<file path="config.mk">
export PLATFORM = sky130hd
export DESIGN_NAME = mem_stage
export DESIGN_NICKNAME = d
export VERILOG_FILES = /design/src/rtl/mem_stage.sv
export SDC_FILE = /design/constraint.sdc
export NUM_CORES = 1
export LEC_CHECK = 0
export CORE_ASPECT_RATIO = 0.5
export CORE_MARGIN = 5
export CORE_UTILIZATION = 48
export CTS_CLUSTER_DIAMETER = 30
export DETAILED_ROUTE_END_ITERATION = 12
export PLACE_DENSITY = 0.85
export RECOVER_POWER = 50
export SLEW_MARGIN = 20
export SYNTH_ARGS = -nofsm -noshare
export SYNTH_HDL_FRONTEND = slang
export SYNTH_SLANG_ARGS = --single-unit
</file>
<file path="constraint.sdc">
create_clock -name clk -period 3.42 [get_ports clk]
set_input_delay 0.684 -clock clk [delete_from_list [all_inputs] [get_ports clk]]
set_output_delay 0.684 -clock clk [all_outputs]
set_load 0.01 [all_outputs]
</file>
<file path="src/rtl/mem_stage.sv">
// mem_stage: pipeline MEM stage. ALU results pass straight through with one
// cycle of latency; loads and stores wait in WAIT for a one-cycle dmem_ack.
// A watchdog abandons the access after TIMEOUT WAIT cycles and pulses mem_err.
module mem_stage #(
    parameter int ARQ     = 16,
    parameter int TIMEOUT = 8
) (
    input  logic           clk,
    input  logic           rst,
    input  logic           wb_enable_in,
    input  logic           pc_en_in,
    input  logic           rd_mem_en,
    input  logic           wr_mem_en,
    input  logic [ARQ-1:0] src1_in,
    input  logic [ARQ-1:0] srcdest_in,
    input  logic [ARQ-1:0] alu_result_in,
    output logic           stall,
    output logic           dmem_req,
    output logic           dmem_we,
    output logic [ARQ-1:0] dmem_addr,
    output logic [ARQ-1:0] dmem_wdata,
    input  logic [ARQ-1:0] dmem_rdata,
    input  logic           dmem_ack,
    output logic           wb_enable_out,
    output logic           pc_en_out,
    output logic [ARQ-1:0] srcdest_out,
    output logic [ARQ-1:0] wb_data_out,
    output logic           mem_err
);

    typedef enum logic {
        S_IDLE = 1'b0,
        S_WAIT = 1'b1
    } state_e;

    localparam logic [7:0] LAST_WAIT = 8'(TIMEOUT - 1);

    state_e         state_q, state_d;
    logic [7:0]     cnt_q, cnt_d;

    // Fields captured when a memory op is accepted from EX/MEM.
    logic           store_q, store_d;
    logic [ARQ-1:0] addr_q, addr_d;
    logic [ARQ-1:0] wdata_q, wdata_d;
    logic [ARQ-1:0] dest_q, dest_d;
    logic           wb_en_q, wb_en_d;
    logic           pc_en_q, pc_en_d;

    // MEM/WB output register.
    logic           wb_out_q, wb_out_d;
    logic           pc_out_q, pc_out_d;
    logic [ARQ-1:0] dest_out_q, dest_out_d;
    logic [ARQ-1:0] data_out_q, data_out_d;
    logic           err_q, err_d;

    // Next-state, memory interface and MEM/WB load values for the current cycle.
    always_comb begin
        // NOTE: every signal gets a default first so no path through the case
        // leaves it unassigned, which would otherwise infer a latch.
        state_d    = state_q;
        cnt_d      = cnt_q;
        store_d    = store_q;
        addr_d     = addr_q;
        wdata_d    = wdata_q;
        dest_d     = dest_q;
        wb_en_d    = wb_en_q;
        pc_en_d    = pc_en_q;
        stall      = 1'b0;
        dmem_req   = 1'b0;
        dmem_we    = 1'b0;
        dmem_addr  = '0;
        dmem_wdata = '0;
        // Bubble unless a branch below loads real writeback data.
        wb_out_d   = 1'b0;
        pc_out_d   = 1'b0;
        dest_out_d = '0;
        data_out_d = '0;
        err_d      = 1'b0;

        unique case (state_q)
            S_IDLE: begin
                if (rd_mem_en || wr_mem_en) begin
                    stall   = 1'b1;
                    state_d = S_WAIT;
                    cnt_d   = '0;
                    store_d = wr_mem_en;  // rd+wr together behaves as a store
                    addr_d  = alu_result_in;
                    wdata_d = src1_in;
                    dest_d  = srcdest_in;
                    wb_en_d = wb_enable_in;
                    pc_en_d = pc_en_in;
                end else begin
                    wb_out_d   = wb_enable_in;
                    pc_out_d   = pc_en_in;
                    dest_out_d = srcdest_in;
                    data_out_d = alu_result_in;
                end
            end
            S_WAIT: begin
                dmem_req   = 1'b1;
                dmem_we    = store_q;
                dmem_addr  = addr_q;
                dmem_wdata = wdata_q;
                if (dmem_ack) begin
                    state_d    = S_IDLE;
                    wb_out_d   = wb_en_q;
                    pc_out_d   = pc_en_q;
                    dest_out_d = dest_q;
                    data_out_d = store_q ? addr_q : dmem_rdata;
                end else if (cnt_q == LAST_WAIT) begin
                    // Abort: keep the destination for diagnosis, suppress writeback.
                    state_d    = S_IDLE;
                    dest_out_d = dest_q;
                    err_d      = 1'b1;
                end else begin
                    stall = 1'b1;
                    cnt_d = cnt_q + 8'd1;
                end
            end
            default: state_d = S_IDLE;
        endcase
    end

    // State, captured-op and MEM/WB registers; reset wins over ack and timeout.
    always_ff @(posedge clk) begin
        // NOTE: sequential state uses non-blocking assignments so every register
        // samples the pre-edge values regardless of statement order.
        if (rst) begin
            // NOTE: the captured-op registers are reset too; they are few flops
            // and keeping them clean makes post-reset dmem_* values deterministic.
            state_q    <= S_IDLE;
            cnt_q      <= '0;
            store_q    <= 1'b0;
            addr_q     <= '0;
            wdata_q    <= '0;
            dest_q     <= '0;
            wb_en_q    <= 1'b0;
            pc_en_q    <= 1'b0;
            wb_out_q   <= 1'b0;
            pc_out_q   <= 1'b0;
            dest_out_q <= '0;
            data_out_q <= '0;
            err_q      <= 1'b0;
        end else begin
            state_q    <= state_d;
            cnt_q      <= cnt_d;
            store_q    <= store_d;
            addr_q     <= addr_d;
            wdata_q    <= wdata_d;
            dest_q     <= dest_d;
            wb_en_q    <= wb_en_d;
            pc_en_q    <= pc_en_d;
            wb_out_q   <= wb_out_d;
            pc_out_q   <= pc_out_d;
            dest_out_q <= dest_out_d;
            data_out_q <= data_out_d;
            err_q      <= err_d;
        end
    end

    assign wb_enable_out = wb_out_q;
    assign pc_en_out     = pc_out_q;
    assign srcdest_out   = dest_out_q;
    assign wb_data_out   = data_out_q;
    assign mem_err       = err_q;

endmodule

</file>
=== Word level (Yosys, flattened, before mapping) ===
Cells that the tools add are included.

* Word-level logic and storage cells: 50
* Bits in registers: 95
* Output and inout port bits: 70
* Bits of input ports: 71

* Reductions and logical operators: 4
* Bitwise gates (word level): 1
* Muxes and demuxes: 27
* Add/sub/neg operators: 1
* Eq/ne operators: 4

{| class="wikitable"
|+ Operator list
! cell !! number
|-
| 16-bit 2-to-1 mux || 8
|-
| 16-bit one-hot mux with 2 select lines || 2
|-
| 8-bit 2-to-1 mux || 3
|-
| 8-bit one-hot mux with 2 select lines || 1
|-
| 1-bit 2-to-1 mux || 10
|-
| 8-bit by 1-bit adder with 8-bit output, second input constant || 1
|-
| 8-bit by 3-bit == test with 1-bit output, second input constant || 1
|-
| 2-bit != test, second input constant || 3
|-
| 1-bit one-hot mux with 2 select lines || 3
|-
| 3-bit AND reduction || 1
|-
| 3-bit OR reduction || 1
|-
| 2-bit AND reduction || 1
|-
| 1-bit logical OR || 1
|-
| 1-bit inverter || 1
|}

=== Longest topological paths before layout ===
* Word-level depth: 4
* Mapped depth: 6
* Mapped depth without buffers: 5

=== Least setup slack after synthesis ===
Ideal clock, no wire load.

* Path type: input -> output
* From: input wr_mem_en
* To: output stall
* Path slack: 1287 ps
* Buffers on the path: 1
* Data required time: 2736 ps
* Arrival time: 1449 ps
* Stages on the path: 4
* Cells stage by stage: buf_2 or3_1 o211ai_4 inv_2

* Cells in the longest elaborated chain, start to end: 3

{| class="wikitable"
|+ RTL lines
! element !! line !! RTL
|-
| start: declaration || 13 || <nowiki>input logic wr_mem_en,</nowiki>
|-
| 1-bit logical OR || 82 || <nowiki>if (rd_mem_en || wr_mem_en) begin</nowiki>
|-
| 1-bit 2-to-1 mux || 82 ||
|-
| 1-bit one-hot mux with 2 select lines || 80 || <nowiki>unique case (state_q)</nowiki>
|-
| end: declaration || 17 || <nowiki>output logic stall,</nowiki>
|}

No other way between the ends.

=== Final worst setup path ===
Ends and elaborated chain as after synthesis.

==> metrics.md <==
| Metric | Value |
|---|---|
| Core ar. | `7940 um^2` |
| Post-route DRC violation count | `0` |
| Count of cell types in the netlist | `46` |
| Routed Antenna Nets | `0` |
| Max H-tree Level | `3` |
| Startpoint types | `input pin` |
| Vias | `3599` |
| Power density cells | `449 nW/um^2` |
| Vias in the first global route | `3415` |
| RSZ-0062 raised after global routing | `no` |
| CP Data Required Time | `2.74 ns` |
| Clock Skews | `0.00538 ns` |
| Final Hold Viols | `0` |
| Reg clk slew, reported paths | `0.06 ns` |
| Layout cell share with drive strength beyond 1 | `0.0615` |
| Die Width | `137 um` |
| Total routed wirelength | `10700 um` |
| Period utilization | `0.907` |
| Worst flop-to-flop path startpoint | `state_q$_SDFF_PP0_` |
| Antenna violations before repair | `0` |
| R2R depth | `5` |
| IO buf count | `140` |
| Post-synth EDFFs | `0` |
| Net count, final | `637` |
| Sequential-to-total area share from yosys stat | `0.490` |
| Clk root buf | `clkbuf_16` |
| Endpoints failing setup | `0` |
| Clock Sinks | `95` |
| P&R area growth vs syn | `43.9%` |
| Period minus WS final | `3.10 ns` |
| Post-synth ARST share | `0` |
| DPL Wire Length | `7440 um` |
| Die ar. | `10100 um^2` |
| Skew-Pair Late Insertion Delay | `0.34 ns` |
| Cts repair resizes | `0` |
| Pin count of the biggest net entering global routing | `48` |
| CP Cell Sequence | `dlygate4sd3_1 -> or3_1 -> o211ai_1 -> inv_2 -> clkdlybuf4s50_1` |
| CTS Buf Count | `9` |
| # rows | `23` |
| TritonCTS clock tree | `yes` |
| Routed vias/inst | `5.28` |
| Peak supply drop | `0.316 mV` |
| Ant. Diodes | `0` |
| Congestion Overflow GR | `0` |
| Crit. End Element | `output port` |
| Data arrival, critical path | `2.42 ns` |
| Hold_sp | `wdata_q[3]$_SDFFE_PP0P_` |
| #FFs+latches synth | `95` |
| CTS Buffer Depth | `2` |
| Hold buffers post-CTS | `0` |
| Rel. slew slack | `0.215` |
| First-pass GRT wire length | `16800 um` |
| Pwr Total | `0.00251 W` |
| Hold EP | `wdata_q[3]$_SDFFE_PP0P_` |
| Min-delay worst type | `reg -> reg` |
| Fmax | `0.323 GHz` |
| Max-cap violations | `0` |
| Worst hold path depth | `2` |
| Slew Viols, Final | `0` |
| Main flop type after synthesis | `dfxtp_1` |
| Outcome | `completed` |
| Syn avg cell area | `8.87 um^2` |
| Worst Tran Pin Value | `1.18 ns` |
| Area of the multi-input gates | `1770 um^2` |
| Setup Buffers After CTS | `0` |
| Commonest non-fill, non-tap cells in the layout | `nand2_1 (105), clkdlybuf4s50_1 (102), dfxtp_1 (95)` |
| Final setup TNS | `0 ns` |
| DR WL/cell | `15.7 um` |
| Fill count | `647` |
| Slowest CP cell | `dlygate4sd3_1` |
| P_leak | `2.21 nW` |
| YS warnings | `0` |
| IO Count | `141` |
| FF-to-FF setup slack | `1.19 ns` |
| Most common cell after layout, fill and taps aside | `nand2_1` |
| Mapped Nets | `510` |
| Crit path kind | `in -> out` |
| Iteration count of the initial detailed-routing pass | `5` |
| Syn Std Cell Area | `3880 um^2` |
| GRT Total Usage | `0.212` |
| CP max FO | `3` |
| FF-to-FF End | `dest_q[7]$_SDFFE_PP0P_` |
| Starting DRT DRC Count | `201` |
| Die Span Y | `73.6 um` |
| Seq. cell area | `1900 um^2` |
| RePlAce Congestion | `0.826` |
| Initial core utilization | `0.489` |
| Gate Count Post-Synth | `438` |
| Worst path max stage delay | `0.55 ns` |
==> cells in the mapped netlist (all sizes together) (2+ instances only) <==
library cell / number / area, um^2
nand2: 105 / 394
dfxtp: 95 / 1900
a21oi: 52 / 260
and2: 34 / 213
nor2: 21 / 78.8
buf: 19 / 101
a22oi: 18 / 135
a32o: 16 / 160
clkbuf: 16 / 60.1
mux2: 16 / 180
inv: 5 / 18.8
nand3: 4 / 20.0
o211ai: 4 / 43.8
nor2b: 3 / 18.8
or3: 3 / 18.8
mux2i: 2 / 20.0
nand2b: 2 / 12.5
nor4: 2 / 27.5
o21bai: 2 / 30.0
==> where the power goes <==
part	total (W)	switching [W]	internal (W)
Clock	0.000930	0.000381	0.000549
Sequential	0.00119	0.0000279	0.00117
Combinational	0.000388	0.000189	0.000199
==> state kept, by name, summed over array words and instances (netlist names), 8 cells and up <==
signal,cells
addr_q,16
cnt_q,8
dest_q,16
srcdest_out,16
wb_data_out,16
wdata_q,16
==> kinds of logic (layout without fill, tap and decap cells) <==
family	count (synthesis)	count (layout)	synth area share
AOI/OAI and AO/OA	103	103	0.188
and+or+nand+nor	181	181	0.221
adders and majority gates	1	1	0.00322
DFF	95	95	0.490
buffers and inverters	40	171	0.0464
muxes	18	18	0.0515
==> cell type report <==
class | instances | area share
multi-input combinational | 303 | 0.317
timing repair buffer | 151 | 0.265
tap | 112 | 0.0251
inverter | 5 | 0.00336
sequential | 95 | 0.340
clock buffer | 15 | 0.0497
==> worst max-delay path, delay by kind of cell <==
kind                   cells  cell delay, ns
buffers and inverters      3            1.10
and+or+nand+nor            1            0.43
AOI/OAI and AO/OA          1            0.20
==> how the worst max path moves through the flow <==
| stage | startpoint | endpoint | slack (ns) | depth (start not counted) |
|---|---|---|---|---|
| floorplan | wr_mem_en | stall | 1.29 | 4 |
| global placement | wr_mem_en | stall | 0.50 | 5 |
| detailed placement | wr_mem_en | stall | 0.50 | 5 |
| CTS | wr_mem_en | stall | 0.49 | 5 |
| global route | wr_mem_en | stall | 0.22 | 5 |
| finish | wr_mem_en | stall | 0.32 | 5 |
==> metrics by stage <==
step	utilization	hold slack (ns)	setup WS (ns)	instance area, um^2	std cells
6_report	0.704	0.449	0.319	5590	681
5_1_grt	0.704	0.463	0.223	5590	681
4_1_cts	0.710	0.451	0.491	5640	681
3_5_place_dp	0.675	0.442	0.500	5360	666
3_3_place_gp	0.675	0.437	0.503	5360	666
2_1_floorplan	-	0.432	1.29	3880	438
==> metal layers <==
| layer | global-route usage | up-vias | wire (um) |
|---|---|---|---|
| li1 | - | 1762 | - |
| met1 | 0.258 | 1719 | 4520 |
| met2 | 0.372 | 106 | 5410 |
| met3 | 0.0588 | 12 | 609 |
| met4 | 0.0619 | 0 | 136 |
| met5 | 0 | - | 0 |
Note: power is estimated with default switching activity, not from simulation.
